## config.mk

```make
export PLATFORM = sky130hd
export DESIGN_NAME = noc_flit_injector
export DESIGN_NICKNAME = d
export VERILOG_FILES = /design/src/rtl/noc_flit_injector.sv
export SDC_FILE = /design/constraint.sdc
export NUM_CORES = 1
export LEC_CHECK = 0
export ABC_AREA = 1
export ABC_CLOCK_PERIOD_IN_PS = 2300
export BUFFER_PORTS_ARGS = -buffer_cell sky130_fd_sc_hd__buf_2
export CAP_MARGIN = 0
export CORE_UTILIZATION = 45
export DETAILED_ROUTE_END_ITERATION = 16
export GPL_ROUTABILITY_DRIVEN = 0
export PLACE_DENSITY = 0.77
export SLEW_MARGIN = 20
export SYNTH_ARGS = -nofsm -noshare
export SYNTH_HDL_FRONTEND = slang
export SYNTH_SLANG_ARGS = --single-unit
export TNS_END_PERCENT = 100
```

## constraint.sdc

```tcl
create_clock -name clk -period 2.3 [get_ports clk]
set_clock_uncertainty 0.1 [all_clocks]
set_input_delay 0.46 -clock clk [delete_from_list [all_inputs] [get_ports clk]]
set_output_delay 0.46 -clock clk [all_outputs]
set_load 0.01 [all_outputs]
```

## src/rtl/noc_flit_injector.sv

```systemverilog
// Drains {addr,data} FIFO entries into head+tail flit pairs; pkt_count is built only with NOC_INJ_PKT_COUNT_EN.
// Pop to head valid in 2 cycles, one packet per 4 cycles; flit_ready low freezes the presented flit.
module noc_flit_injector #(
    parameter int COORD_W = 4,
    parameter int NODE_X  = 0,
    parameter int NODE_Y  = 0
) (
    input  logic        clk,
    input  logic        rst_n,
    input  logic [63:0] fifo_data,
    input  logic        fifo_empty,
    output logic        fifo_rd_en,
    output logic [33:0] flit_out,
    output logic        flit_valid,
    input  logic        flit_ready,
    output logic        busy,
    output logic [15:0] pkt_count
);

    typedef enum logic [1:0] {IDLE, FETCH, HEAD, TAIL} state_e;

    // Header source fields are always 4 bits wide regardless of COORD_W.
    localparam logic [COORD_W-1:0] NODE_X_W = COORD_W'(NODE_X);
    localparam logic [COORD_W-1:0] NODE_Y_W = COORD_W'(NODE_Y);
    localparam logic [3:0]         SRC_X    = 4'(NODE_X_W);
    localparam logic [3:0]         SRC_Y    = 4'(NODE_Y_W);

    state_e      state_q;
    logic [63:0] hold_q;
    logic        unused_hold;

    assign unused_hold = ^hold_q[55:48];
    assign fifo_rd_en  = rst_n && (state_q == IDLE) && !fifo_empty;
    assign busy        = (state_q != IDLE);

    always_ff @(posedge clk) begin
        if (!rst_n) begin
            state_q <= IDLE;
            hold_q  <= '0;
        end else begin
            case (state_q)
                IDLE:    if (!fifo_empty) state_q <= FETCH;
                FETCH: begin
                    hold_q  <= fifo_data;
                    state_q <= HEAD;
                end
                HEAD:    if (flit_ready) state_q <= TAIL;
                TAIL:    if (flit_ready) state_q <= IDLE;
                default: state_q <= IDLE;
            endcase
        end
    end

    // Flit outputs decode only registered state, so they cannot glitch on input changes.
    always_comb begin
        flit_valid = 1'b0;
        flit_out   = '0;
        case (state_q)
            HEAD: begin
                flit_valid = 1'b1;
                flit_out   = {2'b10, hold_q[63:60], hold_q[59:56], SRC_X, SRC_Y, hold_q[47:32]};
            end
            TAIL: begin
                flit_valid = 1'b1;
                flit_out   = {2'b01, hold_q[31:0]};
            end
            default: ;
        endcase
    end

`ifdef NOC_INJ_PKT_COUNT_EN
    logic        tail_acc;
    logic [15:0] pkt_cnt_q;
    logic [15:0] pkt_cnt_d;

    assign tail_acc  = (state_q == TAIL) && flit_ready;
    assign pkt_cnt_d = pkt_cnt_q + 16'(tail_acc);
    assign pkt_count = pkt_cnt_q;

    always_ff @(posedge clk) begin
        if (!rst_n) pkt_cnt_q <= '0;
        else        pkt_cnt_q <= pkt_cnt_d;
    end
`else
    assign pkt_count = 16'h0000;
`endif

endmodule

```

Word level (Yosys, flattened, before mapping)
Cells that the tools add are included.
{ "word_totals": {"output_inout_bits": 53, "elab_cells": 21, "ff_bits": 66, "input_bits": 68} }
{ "classes": {"eq_ne": 6, "n_mux": 6, "n_reduce_logical": 7} }
{ "ops": {"columns": ["operator", "count"], "rows": [
  ["one-hot mux 34 bit (2 select lines)", 1],
  ["one-hot mux 2 bit (4 select lines)", 1],
  ["two-way mux 2 bit", 3],
  ["inequality test 2 bit (second input constant)", 3],
  ["== test 2 bit (second input constant)", 2],
  ["AND reduction 3 bit", 1],
  ["== test 2 x 1 -> 1 bit (second input constant)", 1],
  ["logical AND 1 bit", 2],
  ["zero test 2 bit", 1],
  ["nonzero test 2 bit", 1],
  ["OR reduction 2 bit", 1],
  ["zero test 1 bit", 1],
  ["two-way mux 1 bit", 1]
]} }

Logic depth before layout (Yosys ltp)
{ "logic_depth": {"word_depth": 3, "ltp_mapped": 8, "ltp_nobuf": 6} }

Worst setup path after synthesis
OpenSTA, ideal clock, no wires.
{ "synth_path": {"kind": "register to output", "startpoint": "reg state_q[0]", "endpoint": "out flit_valid", "path_stages_with_launch": 6, "t_arrival_ps": 1255, "path_slack_ps": 485, "path_buffers": 2, "t_required_ps": 1740, "cell_sequence": "dfxtp_1 inv_1 ha_1 buf_2 buf_2 or2_2"} }
{ "synth_between": {"elab_chain_cells": 3, "word_cells_on_any_way": 4, "classes_between": "eq/ne (2); mux (1); reduce/logical (1)"} }
{ "synth_lines": {"columns": ["item", "line_no", "source"], "rows": [
  ["start: declaration", "28", "state_e state_q;"],
  ["start signal: assignment", "38", "state_q <= IDLE;"],
  ["start signal: assignment", "42", "IDLE: if (!fifo_empty) state_q <= FETCH;"],
  ["start signal: assignment", "45", "state_q <= HEAD;"],
  ["== test 2 bit", "58", "case (state_q)"],
  ["OR reduction 2 bit (no line) *", null, null],
  ["two-way mux 1 bit *", "58", null],
  ["end: declaration", "14", "output logic flit_valid,"]
]} }
Mark *: on every way between the ends. The rest lies on a longest branch, timed or not.

Worst setup path after layout
Ends and elaborated chain as after synthesis.

==> impl_metrics.env <==
export IMPL_status="finished clean"
export IMPL_synth_most_common_cell="sky130_fd_sc_hd__nor2_1"
export IMPL_track_usage=0.205
export IMPL_quantity_of_hold_fixing_buffers_added_after_cts=0
export IMPL_synth_top_area_frac=0.427
export IMPL_yosysSeqAreaShare=0.427
export IMPL_final_hold_violation_count=0
export IMPL_cts_resized_gates=0
export IMPL_class_of_the_tightest_hold_or_removal_check="in2reg"
export IMPL_report_final_setup_viol=0
export IMPL_final_worst_path_cycle_share=0.943
export IMPL_cts_htree_levels=3
export IMPL_startpoint_of_the_most_critical_hold_path="fifo_data[43]"
export IMPL_drt_pass1_iterations=4
export IMPL_routed_via_count=2368
export IMPL_io_buffers=96
export IMPL_worst_hold_path_num_cells=3
export IMPL_final_core_utilization=0.579
export IMPL_clock_sink_count=58
export IMPL_floorplan_io_pins=121
export IMPL_rrSetupSlack_ps=580
export IMPL_max_cap_violations=0
export IMPL_cts_repair_timing_setup_buffer_count=0
export IMPL_synth_area_leader_cell="sky130_fd_sc_hd__dfxtp_1"
export IMPL_finalMaxSlewViolations=0
export IMPL_clock_latency_ps=320
export IMPL_worst_setup_path_end_kind="primary output"
export IMPL_cts_tree="yes"
export IMPL_antenna_cells=0
export IMPL_cts_made_buffers=9
export IMPL_area_delta_synth_final_pct=20.8
export IMPL_finalWirelength_um=5850
export IMPL_post_drt_wl_per_cell_um=11.7
export IMPL_setup_tns_ps=0
export IMPL_setup_worst_path_class="reg2out"
export IMPL_design_core_area_um2=5680
export IMPL_worstPathRequired_ps=1740
export IMPL_antenna_found_initial=0
export IMPL_crit_path_max_fanout=14
export IMPL_hpwl_after_dpl_um=3950
export IMPL_grt_overflow_total=0
export IMPL_grt_setup_unrepaired="false"
export IMPL_max_clock_freq_mhz=461
export IMPL_horizontal_extent_of_the_die_um=79.8
export IMPL_synth_top_cells_by_area="sky130_fd_sc_hd__dfxtp_1 43%, sky130_fd_sc_hd__nor2_1 10%, sky130_fd_sc_hd__o21ai_0 9.9%, sky130_fd_sc_hd__nor2_2 9.2%, sky130_fd_sc_hd__a22o_1 7.7%"
export IMPL_r2r_start="state_q[1]"
export IMPL_crit_arrival_ps=1610
export IMPL_startpoint_type="flip-flop"
export IMPL_row_count=27
export IMPL_initial_core_util=0.479
export IMPL_total_die_area_um2=6360
export IMPL_detail_route_vias_per_cell=4.75
export IMPL_post_route_cells_drive_above_1_share=0.384
export IMPL_die_h_um=79.8
export IMPL_synth_top_cells_by_count="76 x sky130_fd_sc_hd__nor2_1, 58 x sky130_fd_sc_hd__dfxtp_1, 54 x sky130_fd_sc_hd__o21ai_0"
export IMPL_maximum_clock_path_buffer_count=2
export IMPL_number_of_synthesized_flops_with_an_enable_pin=0
export IMPL_vdd_drop_max_uv=556
export IMPL_postSynthRegisterBits=58
export IMPL_worst_r2r_path_depth=5
export IMPL_static_leakage_power_nw=1.71
export IMPL_syn_area_per_cell_um2=8.15
export IMPL_hold_path_end="hold_q[43]"
export IMPL_timing_worst_slew_pin_value_ps=784
export IMPL_slew_headroom=0.478
export IMPL_drc_errors=0
export IMPL_cts_root_buffer="sky130_fd_sc_hd__clkbuf_8"
export IMPL_power_density_cell_area_nw_per_um2=1150
export IMPL_yosysUniqueCellTypes=20
export IMPL_drtIter0Drc=101
export IMPL_largest_net_degree_at_the_start_of_global_routing=57
export IMPL_proportion_of_synthesized_flip_flops_having_asynchronous_set_or_reset=0
export IMPL_timing_rr_end="hold_q[45]"
export IMPL_drtAntennaViolNets=0
export IMPL_synth_yosys_warnings=0
export IMPL_first_pass_grt_wire_length_um=9900
export IMPL_cts_clk_slew_worst_paths_ps=60
export IMPL_finish_net_count=496
export IMPL_syn_inst=334
export IMPL_grt_pass1_vias=2189
export IMPL_synth_cell_area_um2=2720
export IMPL_synth_main_ff_cell="sky130_fd_sc_hd__dfxtp_1"
export IMPL_period_needed_ps=2170
-- how the worst max path moves through the flow --
stage | from | end | slack, ps | cells past startpoint
2_1_floorplan | state_q[0] | flit_valid | 490 | 5
3_3_place_gp | state_q[0] | flit_valid | 440 | 5
3_5_place_dp | state_q[0] | flit_valid | 400 | 5
4_1_cts | state_q[0] | flit_valid | 40 | 5
5_1_grt | state_q[0] | flit_valid | 5 | 5
6_report | state_q[0] | flit_valid | 130 | 5
-- through the flow --
step                      total power, W  hold slack (ps)  worst slack (ps)  instances  cell area, um^2
after floorplan                  0.00268              354               485        349             2780
after detailed placement         0.00289              378               403        483             3080
final                            0.00379              253               130        499             3290
after CTS                        0.00384              237              37.1        499             3290
after global routing             0.00412              251              5.34        499             3290
after global placement           0.00283              373               437        483             3080
-- cells by family after synthesis --
logic type	Yosys count	share of synthesized area
simple gates	131	0.219
compound gates	83	0.187
flops	58	0.427
buf+inv	55	0.138
fa+ha+maj	6	0.0276
other cells	1	0.00138
-- power breakdown --
part           total [W]  internal, W  switching, W
logic            0.00131     0.000474      0.000833
clock network   0.000933     0.000553      0.000381
registers        0.00155      0.00137      0.000179
-- critical path, cell delays in order, from the launching register on --
cell,delay [ps]
sky130_fd_sc_hd__dfxtp_2,370
sky130_fd_sc_hd__inv_1,90
sky130_fd_sc_hd__ha_1,220
sky130_fd_sc_hd__buf_4,190
sky130_fd_sc_hd__or2_2,270
sky130_fd_sc_hd__buf_2,140
-- placed cells by master (no fill, tap or decap), types with 2 or more instances in the layout --
cell,instances
sky130_fd_sc_hd__nand2_1,13
sky130_fd_sc_hd__a21oi_1,2
sky130_fd_sc_hd__inv_1,13
sky130_fd_sc_hd__nor2_2,40
sky130_fd_sc_hd__dfxtp_1,57
sky130_fd_sc_hd__nor2_1,76
sky130_fd_sc_hd__clkinv_2,3
sky130_fd_sc_hd__o21ai_0,54
sky130_fd_sc_hd__clkbuf_8,11
sky130_fd_sc_hd__a22o_1,24
sky130_fd_sc_hd__o21ai_1,2
sky130_fd_sc_hd__buf_2,96
sky130_fd_sc_hd__ha_1,5
sky130_fd_sc_hd__conb_1,16
sky130_fd_sc_hd__buf_4,7
-- layer usage --
metal / wire length [um] / vias up / global-route usage
met5: 0 / - / 0
met1: 2580 / 1055 / 0.238
met4: 65 / 0 / 0.0857
met3: 341 / 5 / 0.0617
met2: 2870 / 79 / 0.349
li1: - / 1229 / -
-- final cells by class --
type                            instances  area [um^2]
Sequential cell                        58         1160
Clock inverter                          5         52.6
Fill cell                             526         2390
Tap cell                               72         90.1
Timing Repair Buffer                  103          533
Clock buffer                           11          151
Multi-Input combinational cell        236         1240
Inverter                               14         55.1
-- flip-flops by register name, summed over array words and instances (netlist names) --
| register | flops |
|---|---|
| hold_q | 56 |
| state_q | 2 |
No activity file was read; power rests on OpenSTA's default activity.
